### src/rtl/vrbridge_decode.sv
// Avalon-ST Video (VIP) to raw-stream decoder: control packets load frame geometry, video packets pass through minus header.
// Optional DECODE_CHECK_EN adds a per-frame beat count check against im_width*im_height, reported on size_err.
module vrbridge_decode #(
  parameter int          DATA_WIDTH     = 8,
  parameter int          DATA_BITS      = 8,
  parameter int          DATA_PLANES    = 1,
  parameter logic [15:0] VIP_WIDTH      = 16'd720,
  parameter logic [15:0] VIP_HEIGHT     = 16'd576,
  parameter logic [3:0]  VIP_INTERLACED = 4'b0010
) (
  input  logic                  vst_clk,
  input  logic                  vst_rst_n,
  input  logic [DATA_WIDTH-1:0] din_data,
  input  logic                  din_valid,
  input  logic                  din_startofpacket,
  input  logic                  din_endofpacket,
  output logic                  din_ready,
  output logic [DATA_WIDTH-1:0] raw_data,
  output logic                  raw_valid,
  output logic                  raw_startofpacket,
  output logic                  raw_endofpacket,
  input  logic                  raw_ready,
  output logic [15:0]           im_width,
  output logic [15:0]           im_height,
  output logic [3:0]            im_interlaced,
  output logic                  im_update
`ifdef DECODE_CHECK_EN
  ,
  output logic                  size_err
`endif
);

  typedef enum logic [1:0] {
    ST_IDLE  = 2'd0,
    ST_CTRL  = 2'd1,
    ST_DROP  = 2'd2,
    ST_VIDEO = 2'd3
  } state_t;

  state_t      state_q;
  logic        first_q;
  logic [3:0]  nib_cnt_q;
  logic [3:0]  shadow_q [9];
  logic [3:0]  shadow_d [9];
  logic [15:0] im_width_q;
  logic [15:0] im_height_q;
  logic [3:0]  im_interlaced_q;
  logic        im_update_q;

  logic        xfer;
  logic        hdr;
  logic        dat;
  logic        ctrl_dat;
  logic        vid_dat;
  logic [3:0]  ptype;
  logic [4:0]  nib_sum;
  logic [3:0]  nib_next;
  logic [3:0]  slot;

  assign din_ready = (state_q == ST_VIDEO) ? raw_ready : 1'b1;
  assign xfer      = din_valid & din_ready;
  assign hdr       = xfer & din_startofpacket;
  assign dat       = xfer & ~din_startofpacket;
  assign ctrl_dat  = dat & (state_q == ST_CTRL);
  assign vid_dat   = dat & (state_q == ST_VIDEO);
  assign ptype     = din_data[3:0];

  assign raw_data          = din_data;
  assign raw_valid         = (state_q == ST_VIDEO) & din_valid & ~din_startofpacket;
  assign raw_startofpacket = raw_valid & first_q;
  assign raw_endofpacket   = din_endofpacket;

  assign im_width      = im_width_q;
  assign im_height     = im_height_q;
  assign im_interlaced = im_interlaced_q;
  assign im_update     = im_update_q;

  // Each control beat carries DATA_PLANES nibbles; the count saturates once all 9 are seen.
  assign nib_sum  = {1'b0, nib_cnt_q} + 5'(DATA_PLANES);
  assign nib_next = (nib_sum >= 5'd9) ? 4'd9 : nib_sum[3:0];

  always_comb begin
    slot = 4'd0;
    for (int k = 0; k < 9; k++) begin
      shadow_d[k] = shadow_q[k];
    end
    if (ctrl_dat) begin
      for (int p = 0; p < DATA_PLANES; p++) begin
        slot = nib_cnt_q + 4'(p);
        if (slot < 4'd9) begin
          shadow_d[slot] = din_data[p*DATA_BITS +: 4];
        end
      end
    end
  end

  always_ff @(posedge vst_clk or negedge vst_rst_n) begin
    if (!vst_rst_n) begin
      state_q         <= ST_IDLE;
      first_q         <= 1'b0;
      nib_cnt_q       <= 4'd0;
      im_width_q      <= VIP_WIDTH;
      im_height_q     <= VIP_HEIGHT;
      im_interlaced_q <= VIP_INTERLACED;
      im_update_q     <= 1'b0;
      for (int k = 0; k < 9; k++) begin
        shadow_q[k] <= 4'd0;
      end
    end else begin
      im_update_q <= 1'b0;
      for (int k = 0; k < 9; k++) begin
        shadow_q[k] <= shadow_d[k];
      end
      if (ctrl_dat) begin
        nib_cnt_q <= nib_next;
      end

      if (hdr) begin
        // A header is honoured in every state; in VIDEO it truncates the current frame.
        first_q <= (ptype == 4'h0);
        if (ptype == 4'hF) begin
          nib_cnt_q <= 4'd0;
        end
        if (din_endofpacket) begin
          state_q <= ST_IDLE;
        end else if (ptype == 4'h0) begin
          state_q <= ST_VIDEO;
        end else if (ptype == 4'hF) begin
          state_q <= ST_CTRL;
        end else begin
          state_q <= ST_DROP;
        end
      end else if (dat) begin
        case (state_q)
          ST_CTRL: begin
            if (din_endofpacket) begin
              state_q <= ST_IDLE;
              if (nib_next == 4'd9) begin
                im_width_q      <= {shadow_d[0], shadow_d[1], shadow_d[2], shadow_d[3]};
                im_height_q     <= {shadow_d[4], shadow_d[5], shadow_d[6], shadow_d[7]};
                im_interlaced_q <= shadow_d[8];
                im_update_q     <= 1'b1;
              end
            end
          end
          ST_DROP: begin
            if (din_endofpacket) begin
              state_q <= ST_IDLE;
            end
          end
          ST_VIDEO: begin
            first_q <= 1'b0;
            if (din_endofpacket) begin
              state_q <= ST_IDLE;
            end
          end
          default: begin
            state_q <= ST_IDLE;
          end
        endcase
      end
    end
  end

`ifdef DECODE_CHECK_EN
  logic [31:0] beat_cnt_q;
  logic        size_err_q;
  logic [31:0] frame_px;

  assign frame_px = 32'(im_width_q) * 32'(im_height_q);
  assign size_err = size_err_q;

  always_ff @(posedge vst_clk or negedge vst_rst_n) begin
    if (!vst_rst_n) begin
      beat_cnt_q <= 32'd0;
      size_err_q <= 1'b0;
    end else begin
      size_err_q <= 1'b0;
      if (hdr) begin
        if (state_q == ST_VIDEO) begin
          size_err_q <= 1'b1;
        end
        if (ptype == 4'h0) begin
          beat_cnt_q <= 32'd0;
        end
      end else if (vid_dat) begin
        beat_cnt_q <= beat_cnt_q + 32'd1;
        if (din_endofpacket && ((beat_cnt_q + 32'd1) != frame_px)) begin
          size_err_q <= 1'b1;
        end
      end
    end
  end
`endif

endmodule

### config.mk
export PLATFORM = sky130hd
export DESIGN_NAME = vrbridge_decode
export DESIGN_NICKNAME = d
export VERILOG_FILES = /design/src/rtl/vrbridge_decode.sv
export SDC_FILE = /design/constraint.sdc
export NUM_CORES = 1
export LEC_CHECK = 0
export ABC_AREA = 1
export ABC_CLOCK_PERIOD_IN_PS = 2300
export CAP_MARGIN = 10
export CORE_ASPECT_RATIO = 0.75
export CORE_UTILIZATION = 30
export DETAILED_ROUTE_END_ITERATION = 10
export HOLD_SLACK_MARGIN = 0.06
export REMOVE_ABC_BUFFERS = 1
export SYNTH_ARGS = -nofsm -noshare
export SYNTH_HDL_FRONTEND = slang
export SYNTH_SLANG_ARGS = --single-unit
### constraint.sdc
create_clock -name vst_clk -period 2.3 [get_ports vst_clk]
set_clock_uncertainty 0.2 [all_clocks]
set_input_delay 0.46 -clock vst_clk [delete_from_list [all_inputs] [get_ports vst_clk]]
set_output_delay 0.46 -clock vst_clk [all_outputs]
set_load 0.1 [all_outputs]
* Word level (Yosys, flattened, before mapping)
Index checks and enable logic that the tools add are counted.
W data, S select, Z words.
** Operators by class
- Add/subtract/negate cells :: 1
- Multiply operators :: 0
- Divide/modulo/power cells :: 0
- Magnitude comparators :: 4
- Equal/unequal tests :: 6
- Shift operators :: 0
- Mux-type cells :: 25
- Bitwise logic cells :: 10
- Reduce and logical (&&, ||, !) cells :: 8
** Operators by type and width (count)
- $mux W36 :: 2
- $bwmux W36 :: 1
- $mux W4 :: 5
- $demux W4 S4 :: 1
- $mux W2 :: 7
- $mux W1 :: 9
- $eq A4 B4 Y1 const B :: 2
- $and A1 B1 Y1 :: 7
- $add A4 B1 Y5 const B :: 1
- $ge A5 B4 Y1 const B :: 1
- $ge A5 B5 Y1 const B :: 1
- $lt A5 B1 Y1 const B :: 1
- $not A4 Y5 :: 1
- $reduce_and A5 Y1 :: 1
- $eq A2 B2 Y1 const B :: 2
- $logic_not A4 Y1 :: 1
- $lt A4 B4 Y1 const B :: 1
- $reduce_and A2 Y1 :: 2
- $reduce_bool A2 Y1 :: 2
- $ne A3 B1 Y1 const B :: 1
- $reduce_or A3 Y1 :: 1
- $eq A2 B1 Y1 const B :: 1
- $not A1 Y1 :: 2
- $logic_and A1 B1 Y1 :: 1
** Word-level totals
- Register bits :: 80
- Bits in latches :: 0
- Memory bits (writable) :: 0
- Memory bits (read-only) :: 0
- Input bits :: 14
- Output and inout port bits :: 49
- Logic and storage cells :: 70
- Memories :: 0

* Longest topological paths before layout
Gate-level depths: netlist of the first run.
- Word-level depth :: 9
- Gate-level depth with buffers :: 12
- Mapped depth without buffers :: 11

* Worst setup path before layout of the first run
No wires, ideal clock.
- Kind :: input to output
- Start point :: input port din_startofpacket
- End point :: output port raw_startofpacket
- Arrival time :: 3407 ps
- Data required time :: 1640 ps
- Setup slack :: -1767 ps
- Stages on the path :: 1
- Buffers on the path :: 0
- Cell sequence :: nor4_1
** Between the ends
- Word-level cells in the longest chain between the ends :: 3
** Ends and longest elaborated chain
- from (decl) :: RTL line 15 : input logic din_startofpacket,
- $not A1 Y1 :: RTL line 69 : assign raw_valid = (state_q == ST_VIDEO) & din_valid & ~din_startofpacket;
- $and A1 B1 Y1 :: RTL line 69
- $and A1 B1 Y1 :: RTL line 70 : assign raw_startofpacket = raw_valid & first_q;
- to (decl) :: RTL line 20 : output logic raw_startofpacket,
No other way between the ends.

* Worst setup path in the final report of the first run
- Start point :: input port din_valid
- End point :: output port raw_startofpacket
** Between the ends
- Word-level cells in the longest chain between the ends :: 3
** Ends and longest elaborated chain
- from (decl) :: RTL line 14 : input logic din_valid,
- $and A1 B1 Y1 (2 in series) :: RTL line 69
- $and A1 B1 Y1 :: RTL line 70
No other way between the ends.

==> results of run 1 <==
## power groups by stage
| stage | Clock [mW] | Combinational, mW | Sequential [mW] |
|---|---|---|---|
| 2_1_floorplan | 0 | 0.456 | 1.56 |
| 3_3_place_gp | 0 | 0.850 | 1.55 |
| 3_5_place_dp | 0 | 0.875 | 1.55 |
| 4_1_cts | 1.51 | 0.880 | 1.53 |
| 5_1_grt | 1.57 | 0.989 | 1.54 |
| 6_report | 1.47 | 0.890 | 1.53 |
## final timing paths
path	slack [ns]	endpoint	depth (start not counted)	startpoint
worst max-delay path	0.07	raw_startofpacket	5	din_valid
worst min-delay path	0.28	im_height[10]$_DFFE_PN0P_	2	im_height[10]$_DFFE_PN0P_
worst max register to register	0.22	im_height[15]$_DFFE_PN0P_	10	nib_cnt_q[0]$_DFF_PN0_
worst min register to register	0.28	im_height[10]$_DFFE_PN0P_	2	im_height[10]$_DFFE_PN0P_
max in group asynchronous	0.85	im_height[6]$_DFFE_PN1P_	3	vst_rst_n
min in group asynchronous	0.39	im_width[11]$_DFFE_PN0P_	2	vst_rst_n
## critical path, cell delays in order
cell	delay (ns)
clkdlybuf4s50_1	0.48
inv_1	0.07
nor4_2	0.23
buf_4	0.16
buf_12	0.16
## metrics by stage
step	worst slack [ns]	util (%)	total power, mW	cell area [um2]
2_1_floorplan	-1.77	-	2.02	3830
3_3_place_gp	0.0821	37.3	2.40	4890
3_5_place_dp	0.0469	37.3	2.42	4890
4_1_cts	0.0461	39.8	3.92	5220
5_1_grt	-0.0105	39.9	4.10	5230
6_report	0.0675	39.9	3.90	5230
## area by class of cell
cell class              instances  share of cell area, %
well taps                     171                   4.09
flip-flops and latches         80                   38.5
repair buffers                 75                   16.4
inverters                      17                   1.22
multi-input cells             401                   33.9
clock inverters                 3                  0.765
clock buffers                  13                   5.16
## cells by family (layout without fill, tap and decap cells)
kind of cell / after synthesis / after routing / synth area share (%)
buffers and inverters: 58 / 108 / 7.45
adders and majority gates: 6 / 6 / 1.85
and+or+nand+nor: 382 / 382 / 39.6
DFF: 80 / 80 / 49.4
AOI/OAI and AO/OA: 13 / 13 / 1.63
## registers in the layout, indices dropped and copies added, names as in the netlist
name           flops
im_width          16
im_height         16
state_q            2
nib_cnt_q          4
shadow_q          36
im_interlaced      4
im_update          1
first_q            1
## metal layers
metal | up-vias | track usage (%)
met1 | 1700 | 20.1
met3 | 9 | 3.98
met4 | 0 | 3.68
li1 | 1801 | -
met5 | - | 0
met2 | 73 | 25.3
## cells in the final DEF (no fill, tap or decap), types with 2 or more instances in the layout
cell | Yosys | final
a21oi_1 | 7 | 7
clkinv_2 | 0 | 2
nand4_1 | 23 | 23
inv_1 | 16 | 16
clkbuf_16 | 0 | 9
o21ai_0 | 5 | 5
nand3_2 | 3 | 3
nand2_1 | 279 | 279
dfrtp_1 | 73 | 71
dfrtp_2 | 0 | 2
clkdlybuf4s50_1 | 0 | 8
nand3_1 | 64 | 64
buf_12 | 0 | 22
buf_4 | 11 | 44
ha_1 | 6 | 6
clkbuf_8 | 0 | 3
dfstp_2 | 7 | 7
nor2_1 | 8 | 7
nand2_4 | 1 | 2
## what timing repair did
item | CTS | global route
hold buffers | 1 | 0
setup endpoints to repair | 0 | 39
hold endpoints to repair | 27 | 0
gates resized for setup | 0 | 5
==> flow_metrics.tcl, run 1 <==
set metrics [dict create \
    finalNonFillerCells 760 \
    multi_input_area_um2 1770 \
    worst_slew_pin_slew_ns 0.398 \
    fin_crit_ns 2.23 \
    yosys-top-cells-area "dfrtp_1 45%, nand2_1 26%, nand3_1 7.9%" \
    swShare_pct 31.6 \
    place_hpwl_um 6430 \
    power.share.clock_pct 37.8 \
    ys_seq_area_share_pct 49.4 \
    maxSlewHeadroom_pct 73.4 \
    max-cap-violations 0 \
    setup_viol_count_final 0 \
    clock_latency_ns 0.34 \
    dr_wl_met2_um 4550 \
    diodes 0 \
    m1WireLength_um 4810 \
    met3_wirelength_um 434 \
    whs_ns 0.276 \
    ant_nets 0 \
    synth_top_area_share_pct 44.9 \
    crit_required_ns 1.64 \
    synth.distinct_cells 22 \
    ys.flop_type "dfrtp_1" \
    num_vias 3583 \
    grt_overflow 0 \
    pwr_density_cell_nw_per_um2 744 \
    dp_cells 743 \
    startpoint_type "input pin" \
    synthArstFlopShare_pct 100 \
    cts.reportedPaths.clkPinSlew_ns 0.05 \
    post_drt_wl_per_cell_um 13.0 \
    regArea_um2 2010 \
    p_int_mw 2.67 \
    htreeDepth 3 \
    drc 0 \
    top_layer "met4" \
    final_max_slew_viol_count 0 \
    grt_pass1_wl_um 16700 \
    routed_wirelength_um 9890 \
    crit_fanout 2 \
    path_class "input pin to output pin" \
    cts_root_buffer "clkbuf_16" \
    fmax_ghz 0.448 \
    critPathArrivalTime_ns 1.57 \
    gp_congestion 0.797 \
    core_area_um2 13100 \
    fp-row-count 36 \
    p_leak_nw 2.84 \
    fp.dieH_um 103 \
    fin_nets 604 \
    ir_drop_mv 0.389 \
    fillCellCount 1299 \
    synth.most_common_cell "nand2_1" \
    post_cts_buffers 0 \
    combPwrFrac_pct 22.9 \
    yosysTopAreaCell "dfrtp_1" \
    antenna_found_initial 0 \
    period_share_pct 97.1 \
    first_pass_iters 4 \
    status "complete, no violations" \
    grt_max_degree 52 \
    drive_gt1_share_pct 17.0 \
    clockBufferDepth 2 \
    synth_edf_count 0 \
    area_growth_pct 28.7 \
    synth_seq_cells 80 \
    power.switching_mw 1.23 \
    portBuffers 54 \
    netlist_top_cells_count "279 x nand2_1, 73 x dfrtp_1, 64 x nand3_1" \
    power_frac_seq_pct 39.3 \
    first_global_vias 3508 \
    fp.dieW_um 136 \
    crit_path_end_kind "output pin" \
    syn_area_um2 4070 \
    drt_iter0_drc 199 \
    synth_cells 539 \
    cts_tree "done" \
    setup_tns_ns 0 \
    yosysWarnings 0 \
    clkSinkCount 80 \
    fp.dieArea_um2 14000 \
    viasPerCell 4.71 \
    cts-buffers-inserted 9 \
    hold_path.class "flop to flop" \
    io_pins 63 \
    synth.avg_cell_area_um2 7.54 \
    hold_viol 0 \
    start_util_pct 31.0 \
    grt_usage_pct 15.3 \
]
(Power assumes the default switching activity.)
==> run 2, diff against run 1 <==
--- a/config.mk
+++ b/config.mk
@@ -13,6 +13,7 @@
 export DETAILED_ROUTE_END_ITERATION = 10
 export HOLD_SLACK_MARGIN = 0.06
 export REMOVE_ABC_BUFFERS = 1
+export SLEW_MARGIN = 20
 export SYNTH_ARGS = -nofsm -noshare
 export SYNTH_HDL_FRONTEND = slang
 export SYNTH_SLANG_ARGS = --single-unit
==> results of run 2 <==
Same layout as run 1: the final DEF is identical, and so are final timing and power.
